**config.mk**
```make
export PLATFORM = sky130hd
export DESIGN_NAME = sysahb_arbiter2
export DESIGN_NICKNAME = d
export VERILOG_FILES = /design/src/rtl/sysahb_pkg.sv /design/src/rtl/ahb_addr_hold.sv /design/src/rtl/sysahb_arbiter2.sv
export SDC_FILE = /design/constraint.sdc
export NUM_CORES = 1
export LEC_CHECK = 0
export ABC_AREA = 1
export CORE_UTILIZATION = 35
export DETAILED_ROUTE_END_ITERATION = 7
export MAX_ROUTING_LAYER = met4
export PLACE_DENSITY = 0.71
export SLEW_MARGIN = 20
export SYNTH_ARGS = -nofsm -noshare
export SYNTH_HDL_FRONTEND = slang
export SYNTH_SLANG_ARGS = --single-unit
```
**constraint.sdc**
```tcl
create_clock -name sys_clk -period 2.5 [get_ports sys_clk]
set_input_delay 0.5 -clock sys_clk [delete_from_list [all_inputs] [get_ports sys_clk]]
set_output_delay 0.5 -clock sys_clk [all_outputs]
set_load 0.01 [all_outputs]
```
**src/rtl/sysahb_pkg.sv**
```systemverilog
// sysahb_pkg: shared AHB-Lite encodings, master indices and control bundle for the system-bus arbiter.
package sysahb_pkg;
  localparam logic [1:0] HTRANS_IDLE = 2'b00;
  localparam logic [1:0] HTRANS_BUSY = 2'b01;
  localparam logic [1:0] HTRANS_NONSEQ = 2'b10;
  localparam logic [1:0] HTRANS_SEQ = 2'b11;
  localparam logic [1:0] HRESP_OKAY = 2'b00;
  localparam logic [1:0] HRESP_ERROR = 2'b01;
  localparam logic M0 = 1'b0;
  localparam logic M1 = 1'b1;
  typedef enum logic [1:0] {DP_NONE, DP_M0, DP_M1} dphase_t;
  typedef struct packed {
    logic [1:0] htrans;
    logic       hwrite;
    logic [2:0] hsize;
    logic [2:0] hburst;
    logic [3:0] hprot;
  } ahb_ctrl_t;
endpackage

```
**src/rtl/ahb_addr_hold.sv**
```systemverilog
// ahb_addr_hold: per-master address-phase capture register; capture wins over clear.
module ahb_addr_hold
  import sysahb_pkg::*;
#(
  parameter int AW = 32
) (
  input  logic          clk,
  input  logic          rst,
  input  logic          capture,
  input  logic          clear,
  input  logic [AW-1:0] live_addr,
  input  ahb_ctrl_t     live_ctrl,
  output logic          valid,
  output logic [AW-1:0] addr,
  output ahb_ctrl_t     ctrl
);
  always_ff @(posedge clk)
    if (rst) begin
      valid <= 1'b0;
      addr <= '0;
      ctrl <= '0;
    end else if (capture) begin
      valid <= 1'b1;
      addr <= live_addr;
      ctrl <= live_ctrl;
    end else if (clear) valid <= 1'b0;
endmodule

```
**src/rtl/sysahb_arbiter2.sv**
```systemverilog
// sysahb_arbiter2: two-master AHB-Lite arbiter sharing one slave port, stalling the loser via a hold register.
module sysahb_arbiter2 #(
  parameter int AW = 32,
  parameter int DW = 32,
  parameter bit RR = 1'b1
) (
  input  logic          sys_clk,
  input  logic          sys_rst,
  input  logic [AW-1:0] m0_haddr,
  input  logic [1:0]    m0_htrans,
  input  logic          m0_hwrite,
  input  logic [2:0]    m0_hsize,
  input  logic [2:0]    m0_hburst,
  input  logic [3:0]    m0_hprot,
  input  logic [DW-1:0] m0_hwdata,
  output logic [DW-1:0] m0_hrdata,
  output logic          m0_hready,
  output logic [1:0]    m0_hresp,
  input  logic [AW-1:0] m1_haddr,
  input  logic [1:0]    m1_htrans,
  input  logic          m1_hwrite,
  input  logic [2:0]    m1_hsize,
  input  logic [2:0]    m1_hburst,
  input  logic [3:0]    m1_hprot,
  input  logic [DW-1:0] m1_hwdata,
  output logic [DW-1:0] m1_hrdata,
  output logic          m1_hready,
  output logic [1:0]    m1_hresp,
  output logic [AW-1:0] s_haddr,
  output logic [1:0]    s_htrans,
  output logic          s_hwrite,
  output logic [2:0]    s_hsize,
  output logic [2:0]    s_hburst,
  output logic [3:0]    s_hprot,
  output logic [DW-1:0] s_hwdata,
  input  logic [DW-1:0] s_hrdata,
  input  logic          s_hready,
  input  logic [1:0]    s_hresp
);
  import sysahb_pkg::*;
  dphase_t dphase, dphase_nx;
  logic last_grant, win, grant, req0, req1, cand0, cand1, own0, own1, p0_v, p1_v;
  logic [AW-1:0] p0_addr, p1_addr, win_addr, last_addr;
  ahb_ctrl_t c0, c1, p0_ctrl, p1_ctrl, win_ctrl, idle_ctrl, last_ctrl, s_ctrl;
  assign c0 = {m0_htrans, m0_hwrite, m0_hsize, m0_hburst, m0_hprot};
  assign c1 = {m1_htrans, m1_hwrite, m1_hsize, m1_hburst, m1_hprot};
  assign own0 = dphase == DP_M0;
  assign own1 = dphase == DP_M1;
  assign m0_hready = own0 ? s_hready : ~p0_v;
  assign m1_hready = own1 ? s_hready : ~p1_v;
  assign req0 = m0_hready & m0_htrans[1];
  assign req1 = m1_hready & m1_htrans[1];
  assign cand0 = p0_v | req0;
  assign cand1 = p1_v | req1;
  assign grant = s_hready & (cand0 | cand1);
  assign win = (cand0 & cand1) ? (RR ? ~last_grant : M0) : cand1;
  ahb_addr_hold #(.AW(AW)) u_hold0 (
    .clk(sys_clk), .rst(sys_rst),
    .capture(req0 & ~(grant & (win == M0))), .clear(grant & (win == M0) & p0_v),
    .live_addr(m0_haddr), .live_ctrl(c0),
    .valid(p0_v), .addr(p0_addr), .ctrl(p0_ctrl)
  );
  ahb_addr_hold #(.AW(AW)) u_hold1 (
    .clk(sys_clk), .rst(sys_rst),
    .capture(req1 & ~(grant & (win == M1))), .clear(grant & (win == M1) & p1_v),
    .live_addr(m1_haddr), .live_ctrl(c1),
    .valid(p1_v), .addr(p1_addr), .ctrl(p1_ctrl)
  );
  // Remembered fields carry htrans=IDLE so the idle bus replays everything but the transfer type.
  always_comb begin
    win_addr = win ? (p1_v ? p1_addr : m1_haddr) : (p0_v ? p0_addr : m0_haddr);
    win_ctrl = win ? (p1_v ? p1_ctrl : c1) : (p0_v ? p0_ctrl : c0);
    idle_ctrl = win_ctrl;
    idle_ctrl.htrans = HTRANS_IDLE;
    s_ctrl = grant ? win_ctrl : last_ctrl;
    dphase_nx = !s_hready ? dphase : !grant ? DP_NONE : win ? DP_M1 : DP_M0;
  end
  always_ff @(posedge sys_clk)
    if (sys_rst) begin
      dphase <= DP_NONE;
      last_grant <= M1;
      last_addr <= '0;
      last_ctrl <= '0;
    end else begin
      dphase <= dphase_nx;
      if (grant) begin
        last_grant <= win;
        last_addr <= win_addr;
        last_ctrl <= idle_ctrl;
      end
    end
  assign s_haddr = grant ? win_addr : last_addr;
  assign s_htrans = s_ctrl.htrans;
  assign s_hwrite = s_ctrl.hwrite;
  assign s_hsize = s_ctrl.hsize;
  assign s_hburst = s_ctrl.hburst;
  assign s_hprot = s_ctrl.hprot;
  assign s_hwdata = own1 ? m1_hwdata : m0_hwdata;
  assign m0_hrdata = s_hrdata;
  assign m1_hrdata = s_hrdata;
  assign m0_hresp = own0 ? s_hresp : HRESP_OKAY;
  assign m1_hresp = own1 ? s_hresp : HRESP_OKAY;
endmodule

```
Word-level counts from Yosys, hierarchy flattened
Index checks and enable logic that the tools add are counted.
{"block": "word_totals", "reg_bits": 138, "latch_bits": 0, "ramBits": 0, "rom_bits": 0, "in_bits": 191, "out_inout_bits": 147, "memories": 0}
{"block": "classes", "n_addsub": 0, "multipliers": 0, "n_div": 0, "n_lt_le_gt_ge": 0, "n_eq_ne": 2, "shift": 0, "n_mux": 20, "n_bitwise": 19, "n_reduce_logical": 2}
{"operator": "$mux 32", "n": 5}
{"operator": "$mux 13", "n": 4}
{"operator": "$and 1x1->1", "n": 10}
{"operator": "$mux 2", "n": 4}
{"operator": "$mux 1", "n": 7}
{"operator": "$not 1->1", "n": 6}
{"operator": "$reduce_bool 2->1", "n": 2}
{"operator": "$or 1x1->1", "n": 3}
{"operator": "$eq 2x1->1 const B", "n": 1}
{"operator": "$eq 2x2->1 const B", "n": 1}

Depth between registers and ports, before layout
Gate-level depths: netlist (run 1).
{"block": "depth", "depth_word": 11, "depth_mapped": 13}

Modules after synthesis
A second synthesis (run 1) with hierarchy kept.
{"block": "unflattened", "hier_cells": 1269, "hier_area_um2": 8062.7}
{"module": "sysahb_arbiter2", "n_inst": 1, "cells_per_inst": 871, "area_each_um2": 4524.3, "seq_area_each_um2": 920.9}
{"module": "ahb_addr_hold", "n_inst": 2, "cells_per_inst": 199, "area_each_um2": 1769.2, "seq_area_each_um2": 920.9}

Least setup slack after synthesis (run 1)
No wires, ideal clock.
{"block": "synth_timing", "kind": "input -> output", "startpoint": "input port s_hready", "endpoint": "output port s_htrans[0]", "t_arrival_ns": 1.636, "required_ns": 2.000, "slack_ns": 0.364, "path_stages": 10, "path_buffers": 3, "path_cell_list": "inv_2 nand3_1 nand3_2 nand2_1 buf_2 nand2_4 nand3_2 buf_6 buf_4 o22ai_1"}
{"block": "synth_via", "elab_chain_len": 7}
{"item": "from (decl)", "line_no": "sysahb_arbiter2.sv:37", "rtl": "input logic s_hready,"}
{"item": "$mux 1 (on tied branches)", "line_no": "sysahb_arbiter2.sv:49, sysahb_arbiter2.sv:50"}
{"item": "$and 1x1->1 (on tied branches)", "line_no": "sysahb_arbiter2.sv:51, sysahb_arbiter2.sv:52"}
{"item": "$or 1x1->1 (on tied branches)", "line_no": "sysahb_arbiter2.sv:53, sysahb_arbiter2.sv:54"}
{"item": "$and 1x1->1", "line_no": "sysahb_arbiter2.sv:56", "rtl": "assign win = (cand0 & cand1) ? (RR ? ~last_grant : M0) : cand1;"}
{"item": "$mux 1", "line_no": "sysahb_arbiter2.sv:56"}
{"item": "$mux 13", "line_no": "sysahb_arbiter2.sv:72", "rtl": "win_ctrl = win ? (p1_v ? p1_ctrl : c1) : (p0_v ? p0_ctrl : c0);"}
{"item": "$mux 13 *", "line_no": "sysahb_arbiter2.sv:75", "rtl": "s_ctrl = grant ? win_ctrl : last_ctrl;"}
{"item": "to (decl)", "line_no": "sysahb_arbiter2.sv:30", "rtl": "output logic [1:0] s_htrans,"}
Every way passes the cells marked *; elsewhere a longest branch is shown, timed or not.

Final worst setup path (run 1)
{"block": "layout_timing", "startpoint": "register dphase[1]", "endpoint": "output port s_haddr[22]"}
{"block": "layout_via", "elab_chain_len": 8}
{"item": "from (decl)", "line_no": "sysahb_arbiter2.sv:41", "rtl": "dphase_t dphase, dphase_nx;"}
{"item": "from (signal assigned)", "line_no": "sysahb_arbiter2.sv:85", "rtl": "dphase <= dphase_nx;"}
{"item": "$eq 2x1->1 / $eq 2x2->1 (equally long branches)", "line_no": "sysahb_arbiter2.sv:47, sysahb_arbiter2.sv:48"}
{"item": "$mux 1 (on tied branches)", "line_no": "sysahb_arbiter2.sv:49, sysahb_arbiter2.sv:50"}
{"item": "$and 1x1->1 (on tied branches)", "line_no": "sysahb_arbiter2.sv:51, sysahb_arbiter2.sv:52"}
{"item": "$or 1x1->1 (on tied branches)", "line_no": "sysahb_arbiter2.sv:53, sysahb_arbiter2.sv:54"}
{"item": "$and 1x1->1", "line_no": "sysahb_arbiter2.sv:56"}
{"item": "$mux 1", "line_no": "sysahb_arbiter2.sv:56"}
{"item": "$mux 32", "line_no": "sysahb_arbiter2.sv:71", "rtl": "win_addr = win ? (p1_v ? p1_addr : m1_haddr) : (p0_v ? p0_addr : m0_haddr);"}
{"item": "$mux 32 *"}
{"item": "to (decl)", "line_no": "sysahb_arbiter2.sv:29", "rtl": "output logic [AW-1:0] s_haddr,"}
Marks and branches as above.

==> results of run 1 <==
cell type report:
cell class | instances | area, sq um
fillers | 1916 | 9230
clock buffers | 23 | 498
clock inverters | 8 | 67.6
flip-flops and latches | 138 | 2770
repair buffers | 380 | 4000
inverters | 106 | 418
multi-input cells | 858 | 4760
well taps | 280 | 350
layer usage:
metal	up-vias	track usage, %
met5	-	-
met1	4299	33.5
met4	0	9.86
li1	4441	-
met2	379	36.7
met3	84	4.73
synthesized netlist by cell type:
master,instances,area (sq um)
o22ai_1,2,12.5
nand2_1,406,1520
nand3_2,3,30.0
nor2_1,49,184
buf_4,71,533
nand3_1,136,681
a21oi_1,135,676
inv_1,100,375
buf_6,1,11.3
mux2_2,32,360
buf_2,20,100
nand2_4,1,11.3
buf_1,20,75.1
o21ai_0,90,450
dfxtp_1,138,2760
clkbuf_1,43,161
inv_2,6,22.5
nand2_2,4,25.0
stage by stage:
stage / setup TNS [ns] / std cells
2_1_floorplan: 0 / 1257
3_3_place_gp: -52.75 / 1699
3_5_place_dp: -60.83 / 1699
4_1_cts: -2.39 / 1779
5_1_grt: -6.26 / 1793
6_report: -3.36 / 1793
kinds of logic (layout without fill, tap and decap cells):
logic type / count (synthesis) / after routing / synth area share, %
AND/OR/NAND/NOR: 599 / 599 / 30.7
buffers and inverters: 261 / 517 / 16.0
AO/OA/AOI/OAI: 227 / 227 / 14.2
flip-flops: 138 / 138 / 34.6
multiplexers: 32 / 32 / 4.51
state kept, by name (all words and copies together) (netlist names):
name	count
dphase	2
last_addr	32
last_ctrl	11
last_grant	1
u_hold0.addr	32
u_hold0.ctrl	13
u_hold0.valid	1
u_hold1.addr	32
u_hold1.ctrl	13
u_hold1.valid	1
worst max-delay path by stage:
stage / startpoint / endpoint / slack, ns / cells past startpoint
4_1_cts: dphase[0]$_SDFFE_PP0P_ / s_hprot[0] / -0.07 / 14
3_5_place_dp: s_hready / s_hprot[0] / -0.66 / 13
6_report: dphase[1]$_SDFFE_PP0P_ / s_haddr[22] / -0.15 / 15
5_1_grt: dphase[1]$_SDFFE_PP0P_ / s_haddr[14] / -0.20 / 14
3_3_place_gp: s_hready / s_haddr[3] / -0.61 / 13
2_1_floorplan: s_hready / s_htrans[0] / 0.36 / 10
critical path: stages (launching register included):
cell and delay (ns):
dfxtp_4 0.41, inv_4 0.06, nand2_4 0.08, nand2_4 0.06
nand3_4 0.07, nand2_4 0.08, inv_4 0.08, nand2_4 0.08
nand2_8 0.11, inv_8 0.05, buf_8 0.13, buf_12 0.14
buf_6 0.12, nand2_4 0.07, nand2_2 0.06, buf_6 0.12
timing repair:
action	4_1_cts	5_1_grt
pin swaps	27	69
endpoints found under the setup margin	79	164
cloned	11	4
buffers inserted	39	13
resized for setup	327	191
placed cells by master, fill, tap and decap left out, types with 37 or more instances in the layout:
master and count:
o21ai_0 89, buf_6 37, buf_4 93, nand2_4 41, clkdlybuf4s50_1 160, nor2_1 49, dfxtp_1 134, inv_1 98
nand2_1 263, nand2_2 103, nand3_1 110, a21oi_1 133
power breakdown:
| group | switching [W] | leakage [nW] | total [W] | internal [W] |
|---|---|---|---|---|
| Sequential | 0.000136 | 1.14 | 0.00260 | 0.00246 |
| Clock | 0.000978 | 0.284 | 0.00246 | 0.00148 |
| Combinational | 0.00194 | 4.63 | 0.00368 | 0.00174 |
| Total | 0.00305 | 6.05 | 0.00874 | 0.00569 |
==> results.json, run 1 <==
{
  "outcome": "finished, violations left",
  "violations": "negative setup slack",
  "first_global_vias": 8255,
  "die_y_um": 153,
  "power_w": 0.00874,
  "whs_endpoint": "u_hold1.addr[30]$_SDFFE_PP0P_",
  "grt_use_total_pct": 25.0,
  "finClkSkew_ns": 0.00757,
  "fin_area_sq_mm": 0.0129,
  "dr.max_layer_used": "met4",
  "clock_latency_ns": 0.43,
  "start_util_pct": 36.2,
  "syn_nets": 1448,
  "hold_depth": 2,
  "finalSetupViolCount": 46,
  "fin_nets": 1692,
  "vias": 9203,
  "worst_hold_slack_ns": 0.459,
  "antenna_found_initial": 0,
  "io_buffers": 241,
  "drtIter0Drc": 885,
  "cts_buffers": 17,
  "wl_per_cell_um": 17.4,
  "synthesis.instances": 1257,
  "p_leak_nw": 6.05,
  "period_share_pct": 106,
  "clk_pin_slew_ns": 0.06,
  "cap_violations": 0,
  "dieArea_sq_mm": 0.0235,
  "diodes": 0,
  "wl_mm": 31.2,
  "finalHoldViolCount": 0,
  "ctsRootBufferMaster": "clkbuf_16",
  "power_density_mw_per_mm2": 679,
  "ant_nets": 0,
  "rows": 54,
  "crit_arrival_ns": 2.15,
  "finalMaxSlewViolations": 0,
  "die_width_um": 153,
  "grt_max_degree": 92,
  "htree_levels": 4,
  "tightest_slew_ns": 1.09,
  "met2_length_mm": 14.2,
  "critPathMaxFanout": 6,
  "place.gp.congestion": 0.897,
  "grt_pass1_wl_mm": 44.7,
  "setup_slack_ns": -0.150,
  "rrSetupSlack_ns": -0.13,
  "cts_tree": "yes",
  "synth_seq_cells": 138,
  "slew_headroom_pct": 27.4,
  "max_clock_freq_mhz": 377,
  "fin_util_pct": 58.2,
  "cts_hold_buf": 0,
  "cp-end-kind": "primary output",
  "via_per_inst": 5.13,
  "drive_gt1_share_pct": 29.1,
  "hpwlAfterDp_mm": 19.2,
  "critPathRequiredTime_ns": 2.00,
  "wl_met3_mm": 2.20,
  "hp-class": "reg -> reg",
  "grt_remaining_overflow": 0,
  "min_period_ns": 2.65,
  "synth_area_per_cell_sq_um": 6.36,
  "reg2reg_depth": 20,
  "area_growth_syn_to_layout_pct": 60.9,
  "cts_sinks": 138,
  "r2r_end": "last_addr[4]$_SDFF_PP0_",
  "drtPass1Iterations": 5,
  "drc": 0,
  "io-pin-count": 338,
  "grt_setup_unrepaired": "true",
  "wl_met1_mm": 13.8,
  "worst_setup_path_start_kind": "register",
  "critical_path_class": "reg -> out",
  "dp_worst_setup_slack_ns": -0.664,
  "r2r-start": "dphase[0]$_SDFFE_PP0P_",
  "netlist_area_sq_mm": 0.00800,
  "min_from": "u_hold1.addr[30]$_SDFFE_PP0P_",
  "place_area_sq_mm": 0.0106,
  "yosysWarnings": 0,
  "cts_buffer_depth": 2,
  "coreArea_sq_mm": 0.0221,
  "synth.distinct_cells": 18,
  "yosysSeqAreaShare_pct": 34.6,
  "vdd_ir_drop_max_mv": 0.352
}
(Power assumes the default switching activity.)
==> run 2, diff against run 1 <==
Settings changed: CTS_CLUSTER_SIZE set to 40.
==> results of run 2 <==
Same layout as run 1: the final DEF is identical, and so are final timing and power.
==> run 3, diff against run 2 <==
Settings changed: SLEW_MARGIN 20 to not set.
==> results of run 3 <==
Same layout as run 1: the final DEF is identical, and so are final timing and power.
